[config.mk]
export PLATFORM = sky130hd
export DESIGN_NAME = ccsds123_sample_ctrl
export DESIGN_NICKNAME = d
export VERILOG_FILES = /design/src/rtl/ccsds123_pkg.sv /design/src/rtl/ccsds123_coord_cnt.sv /design/src/rtl/ccsds123_sample_ctrl.sv
export SDC_FILE = /design/constraint.sdc
export NUM_CORES = 1
export LEC_CHECK = 0
export ABC_AREA = 1
export CORE_ASPECT_RATIO = 1.1
export CORE_MARGIN = 3
export CORE_UTILIZATION = 43
export CTS_CLUSTER_DIAMETER = 50
export DETAILED_ROUTE_END_ITERATION = 12
export PLACE_DENSITY = 0.78
export SLEW_MARGIN = 5
export SYNTH_ARGS = -nofsm -noshare
export SYNTH_HDL_FRONTEND = slang
export SYNTH_SLANG_ARGS = --single-unit
[constraint.sdc]
create_clock -name clk -period 1.3 [get_ports clk]
set_input_delay 0.26 -clock clk [delete_from_list [all_inputs] [get_ports clk]]
set_output_delay 0.26 -clock clk [all_outputs]
set_load 0.01 [all_outputs]
[src/rtl/ccsds123_pkg.sv]
// Shared definitions for the CCSDS-123 sample controller.
//   state_e  : controller state encoding (RUN, DRAIN, DONE)
//   FLAG_*   : bit positions inside the 5-bit m_flags vector
//   coord_w  : width of a coordinate counter for a dimension of n entries
package ccsds123_pkg;

  typedef enum logic [1:0] {
    ST_RUN   = 2'd0,
    ST_DRAIN = 2'd1,
    ST_DONE  = 2'd2
  } state_e;

  localparam int NUM_FLAGS          = 5;
  localparam int FLAG_FIRST_LINE    = 0;
  localparam int FLAG_FIRST_IN_LINE = 1;
  localparam int FLAG_LAST_IN_LINE  = 2;
  localparam int FLAG_FIRST_BAND    = 3;
  localparam int FLAG_LAST          = 4;

  // A dimension of size 1 still gets a 1-bit coordinate that stays at 0.
  function automatic int coord_w(input int n);
    return (n <= 2) ? 1 : $clog2(n);
  endfunction

endpackage

[src/rtl/ccsds123_coord_cnt.sv]
// Three-level wrap counter holding the coordinate of the next sample to be
// accepted, in BIP order (z fastest, then x, then y).
//   clk, aresetn : clock, synchronous active-low reset
//   i_en         : advance to the next coordinate
//   o_x/o_y/o_z  : current coordinate
//   o_flags      : position flags of the current coordinate
module ccsds123_coord_cnt
  import ccsds123_pkg::*;
#(
  parameter int NX = 4,
  parameter int NY = 4,
  parameter int NZ = 16,
  localparam int XW = coord_w(NX),
  localparam int YW = coord_w(NY),
  localparam int ZW = coord_w(NZ)
) (
  input  logic                 clk,
  input  logic                 aresetn,
  input  logic                 i_en,
  output logic [XW-1:0]        o_x,
  output logic [YW-1:0]        o_y,
  output logic [ZW-1:0]        o_z,
  output logic [NUM_FLAGS-1:0] o_flags
);

  localparam logic [XW-1:0] X_MAX = XW'(NX - 1);
  localparam logic [YW-1:0] Y_MAX = YW'(NY - 1);
  localparam logic [ZW-1:0] Z_MAX = ZW'(NZ - 1);

  logic [XW-1:0] r_x;
  logic [YW-1:0] r_y;
  logic [ZW-1:0] r_z;

  // NOTE: sequential state uses non-blocking assignments so every register
  // samples the pre-edge values regardless of statement order.
  always_ff @(posedge clk) begin
    if (!aresetn) begin
      r_x <= '0;
      r_y <= '0;
      r_z <= '0;
    end else if (i_en) begin
      if (r_z == Z_MAX) begin
        r_z <= '0;
        if (r_x == X_MAX) begin
          r_x <= '0;
          r_y <= (r_y == Y_MAX) ? '0 : r_y + YW'(1);
        end else begin
          r_x <= r_x + XW'(1);
        end
      end else begin
        r_z <= r_z + ZW'(1);
      end
    end
  end

  assign o_x = r_x;
  assign o_y = r_y;
  assign o_z = r_z;

  // With a dimension of 1 the MAX constant is 0, so first and last coincide.
  assign o_flags[FLAG_FIRST_LINE]    = (r_y == '0);
  assign o_flags[FLAG_FIRST_IN_LINE] = (r_x == '0);
  assign o_flags[FLAG_LAST_IN_LINE]  = (r_x == X_MAX);
  assign o_flags[FLAG_FIRST_BAND]    = (r_z == '0);
  assign o_flags[FLAG_LAST]          = (r_z == Z_MAX) && (r_x == X_MAX) && (r_y == Y_MAX);

endmodule

[src/rtl/ccsds123_sample_ctrl.sv]
// Sample sequencer in front of a CCSDS-123 predictor. Accepts raw BIP samples,
// tags each with its (x,y,z) coordinate and position flags, presents them as a
// one-deep registered stream, then waits for the predictor pipeline to drain.
//   clk, aresetn                 : clock, synchronous active-low reset
//   s_axis_tdata/tvalid/tready   : raw sample input
//   m_ready/m_valid/m_sample     : tagged sample output
//   m_x, m_y, m_z, m_flags       : coordinate and flags of the beat on m_sample
//   busy                         : a frame is in progress (RUN after accept, DRAIN)
//   done                         : one-cycle end-of-image pulse
module ccsds123_sample_ctrl
  import ccsds123_pkg::*;
#(
  parameter int NX    = 4,
  parameter int NY    = 4,
  parameter int NZ    = 16,
  parameter int D     = 8,
  parameter int DRAIN = 6,
  localparam int XW = coord_w(NX),
  localparam int YW = coord_w(NY),
  localparam int ZW = coord_w(NZ)
) (
  input  logic                 clk,
  input  logic                 aresetn,
  input  logic [D-1:0]         s_axis_tdata,
  input  logic                 s_axis_tvalid,
  output logic                 s_axis_tready,
  input  logic                 m_ready,
  output logic                 m_valid,
  output logic [D-1:0]         m_sample,
  output logic [XW-1:0]        m_x,
  output logic [YW-1:0]        m_y,
  output logic [ZW-1:0]        m_z,
  output logic [NUM_FLAGS-1:0] m_flags,
  output logic                 busy,
  output logic                 done
);

  localparam int DCW = coord_w(DRAIN);

  state_e               r_state, w_state_nxt;
  logic [DCW-1:0]       r_drain_cnt, w_drain_nxt;
  logic                 r_active;     // low while in reset, keeps tready low then
  logic                 r_last_acc;   // final sample of the image already taken
  logic                 r_started;    // at least one sample of this frame taken
  logic                 r_valid;
  logic [D-1:0]         r_sample;
  logic [XW-1:0]        r_x;
  logic [YW-1:0]        r_y;
  logic [ZW-1:0]        r_z;
  logic [NUM_FLAGS-1:0] r_flags;

  logic [XW-1:0]        w_x;
  logic [YW-1:0]        w_y;
  logic [ZW-1:0]        w_z;
  logic [NUM_FLAGS-1:0] w_flags;
  logic                 w_accept;
  logic                 w_xfer_last;

  // Depends only on registered state and m_ready, never on tvalid.
  assign s_axis_tready = r_active && (r_state == ST_RUN) && !r_last_acc
                         && (!r_valid || m_ready);
  assign w_accept      = s_axis_tvalid && s_axis_tready;
  assign w_xfer_last   = r_valid && m_ready && r_flags[FLAG_LAST];

  ccsds123_coord_cnt #(
    .NX (NX),
    .NY (NY),
    .NZ (NZ)
  ) u_coord (
    .clk     (clk),
    .aresetn (aresetn),
    .i_en    (w_accept),
    .o_x     (w_x),
    .o_y     (w_y),
    .o_z     (w_z),
    .o_flags (w_flags)
  );

  // NOTE: every signal driven here gets a default first so no path leaves it
  // unassigned and no latch is inferred.
  always_comb begin
    w_state_nxt = r_state;
    w_drain_nxt = r_drain_cnt;
    done        = 1'b0;
    busy        = 1'b0;
    unique case (r_state)
      ST_RUN: begin
        busy = r_started;
        if (w_xfer_last) begin
          w_state_nxt = ST_DRAIN;
          w_drain_nxt = DCW'(DRAIN - 1);
        end
      end
      ST_DRAIN: begin
        busy = 1'b1;
        if (r_drain_cnt == '0) begin
          w_state_nxt = ST_DONE;
        end else begin
          w_drain_nxt = r_drain_cnt - DCW'(1);
        end
      end
      ST_DONE: begin
        done        = 1'b1;
        w_state_nxt = ST_RUN;
      end
      default: w_state_nxt = ST_RUN;
    endcase
  end

  // NOTE: the output register and its payload are reset too, so a frame
  // abandoned by reset leaves nothing stale on m_sample/m_x/m_y/m_z/m_flags.
  always_ff @(posedge clk) begin
    if (!aresetn) begin
      r_state     <= ST_RUN;
      r_drain_cnt <= '0;
      r_active    <= 1'b0;
      r_last_acc  <= 1'b0;
      r_started   <= 1'b0;
      r_valid     <= 1'b0;
      r_sample    <= '0;
      r_x         <= '0;
      r_y         <= '0;
      r_z         <= '0;
      r_flags     <= '0;
    end else begin
      r_active    <= 1'b1;
      r_state     <= w_state_nxt;
      r_drain_cnt <= w_drain_nxt;
      if (w_accept) begin
        // Also covers transfer-and-reload in the same cycle.
        r_valid   <= 1'b1;
        r_sample  <= s_axis_tdata;
        r_x       <= w_x;
        r_y       <= w_y;
        r_z       <= w_z;
        r_flags   <= w_flags;
        r_started <= 1'b1;
        if (w_flags[FLAG_LAST]) r_last_acc <= 1'b1;
      end else if (m_ready) begin
        r_valid <= 1'b0;
      end
      if (r_state == ST_DONE) begin
        r_last_acc <= 1'b0;
        r_started  <= 1'b0;
      end
    end
  end

  assign m_valid  = r_valid;
  assign m_sample = r_sample;
  assign m_x      = r_x;
  assign m_y      = r_y;
  assign m_z      = r_z;
  assign m_flags  = r_flags;

endmodule

==> impl_metrics.tcl <==
set metrics [dict create \
    status "complete, but fails checks" \
    violations "setup timing" \
    crit_arrival_ns 1.19 \
    sw_frac_of_total 0.266 \
    most-common-layout-cells "41 x nor2_1, 29 x dfxtp_1, 22 x buf_4" \
    worstPathRequired_ns 1.04 \
    cp-start-kind "register" \
    crit_type "reg -> out" \
    netlist_instances 208 \
    htreeDepth 2 \
    cp-startpoint "r_state[1]" \
    cell_internal_pwr_uw 1820 \
    min_path_type "reg -> reg" \
    min_path_cells 2 \
    ys_seq_area_frac 0.470 \
    via_per_inst 5.02 \
    finalCoreUtilization 0.758 \
    grt_pass1_vias 1690 \
    p_seq_frac 0.499 \
    fin_total_pwr_uw 2480 \
    fmax_ghz 0.690 \
    final_layout_size_suffix_gt1_frac 0.427 \
    grt_max_degree 19 \
    io_buffers 36 \
    slew_headroom 0.747 \
    p_sw_uw 661 \
    io-pin-count 37 \
    worstHoldStart "m_z[3]" \
    rsz0062_at_grt "yes" \
    area_growth_pct 62.3 \
    overflow 0 \
    ir_worst_vdd_v 0.000606 \
    initial_core_util 0.467 \
    layout_commonest_cell "nor2_1" \
    placeableCoreArea_sq_um 3470 \
    placed_cell_area_sq_um 2190 \
    fin_area_sq_um 2630 \
    wirelength_um 4880 \
    antenna_cells 0 \
    clock_sinks 38 \
    holdBufCountCts 0 \
    pwr-share-comb 0.174 \
    vias 1650 \
    cts_buffers 5 \
    grt_pass1_wl_um 7480 \
    critPathCaptureType "output pin" \
    finalCritPeriodShare 1.11 \
    gp_congestion 0.759 \
    nets 300 \
    synth_cell_types 18 \
    setup_viol 33 \
    fin_ws_ns -0.149 \
    grt_antenna_before_repair 0 \
    drv_cap 0 \
    cts.reportedPaths.clkPinSlew_ns 0.11 \
    ant_nets 0 \
    cellPowerDensity_nw_per_um2 944 \
    die_area_sq_um 4540 \
    syn_area_per_cell_sq_um 7.78 \
    timing.final.crit_period_ns 1.45 \
    drtPass1Iterations 4 \
    r2r_cells 8 \
    drt_iter0_drc 98 \
    synth-seq-cells 38 \
    crit_fanout 4 \
    drc 0 \
    die_y_um 70.4 \
    hold_violations 0 \
    hpwlAfterDp_um 2570 \
    num_rows 22 \
    clkLatencyLatePin_ns 0.36 \
    wl_per_cell_um 14.8 \
    final.setup_skew_ns 0.00638 \
    cts_root_buf "clkbuf_4" \
    die_w_um 64.5 \
    power.share.clock 0.327 \
    reg2reg_from "r_state[1]" \
    synth-warning-count 0 \
    synth_area_sq_um 1620 \
    slew_viol_final 0 \
    synth_nets 228 \
    tritoncts "yes" \
    clockBufferDepth 2 \
    p_leak_uw 0.00117 \
    tightest_slew_ns 0.376 \
    grtUsageTotal 0.212 \
]
## critical path, stage by stage (launching register included)
cell	delay [ns]
dfxtp_4	0.38
nor2_4	0.15
nand2_4	0.08
nor2_4	0.11
buf_6	0.12
## per-stage QoR
stage	worst slack (ns)	hold WS, ns	cells	setup TNS, ns
after floorplan	0.0255	0.288	208	0
after global placement	-0.508	0.459	311	-13.35
after detailed placement	-0.554	0.457	311	-14.64
after CTS	-0.134	0.445	333	-1.34
after global routing	-0.222	0.482	329	-3.33
final	-0.149	0.472	329	-1.30
## synth_stat cells
master     n  area [sq um]
ha_1       8           100
nand2_2    3          18.8
nor2_4     2          22.5
a21oi_2    1          8.76
nor3_4     1          16.3
dfxtp_1   38           761
clkbuf_1   3          11.3
o21ai_0   24           120
buf_4      1          7.51
nand4_1    4          25.0
nand3_1   10          50.1
a21oi_1   13          65.1
inv_2      1          3.75
nand2_1   20          75.1
nor2_1    52           195
buf_6      4          45.0
nand2_4    1          11.3
inv_1     22          82.6
## what timing repair did
| action | in CTS | in global routing |
|---|---|---|
| setup endpoints to repair | 57 | 40 |
| setup buffers | 11 | 1 |
| pin swaps | 15 | 21 |
| gates resized for setup | 100 | 53 |
| gates cloned | 3 | 0 |
## area by class of cell
| cell class | instances | area (sq um) |
|---|---|---|
| multi-input combinational | 139 | 940 |
| fill | 241 | 841 |
| sequential | 38 | 774 |
| timing repair buffer | 73 | 689 |
| inverter | 23 | 86.3 |
| tap | 48 | 60.1 |
| clock inverter | 3 | 40.0 |
| clock buffer | 5 | 37.5 |
## routing by layer
metal,vias up,wire [um],share of wire,global-route usage
met5,-,0,0,0
li1,803,-,-,-
met2,42,2580,0.53,0.393
met1,796,2070,0.42,0.234
met3,9,159,0.033,0.0386
met4,0,72,0.015,0.0798
## registers in the layout (all words and copies together) (netlist names)
signal / flops
u_coord.o_y: 2
r_active: 1
m_flags: 5
r_state: 2
m_sample: 8
m_valid: 1
u_coord.o_x: 2
m_x: 2
m_y: 2
u_coord.o_z: 4
m_z: 4
r_drain_cnt: 3
r_last_acc: 1
r_started: 1
## cell families after synthesis
logic type               count (synthesis)  share of synthesized area
AO/OA/AOI/OAI                           38                      0.120
adder cells (fa/ha/maj)                  8                     0.0618
buffers and inverters                   31                     0.0927
flip-flops                              38                      0.470
AND/OR/NAND/NOR                         93                      0.256
## path summary, 6_finish.rpt
| kind | to | slack, ns |
|---|---|---|
| setup / recovery | s_axis_tready | -0.15 |
| hold / removal | m_z[3] | 0.47 |
| setup reg to reg | m_sample[2] | -0.08 |
| hold reg to reg | m_z[3] | 0.47 |
## power by group through the flow
stage | combinational (uW) | clock, uW | sequential, uW
5_1_grt | 461 | 868 | 1240
3_5_place_dp | 332 | 0 | 1260
3_3_place_gp | 326 | 0 | 1260
2_1_floorplan | 138 | 0 | 1280
4_1_cts | 415 | 796 | 1240
6_report | 432 | 812 | 1240
No activity file was read; power rests on OpenSTA's default activity.
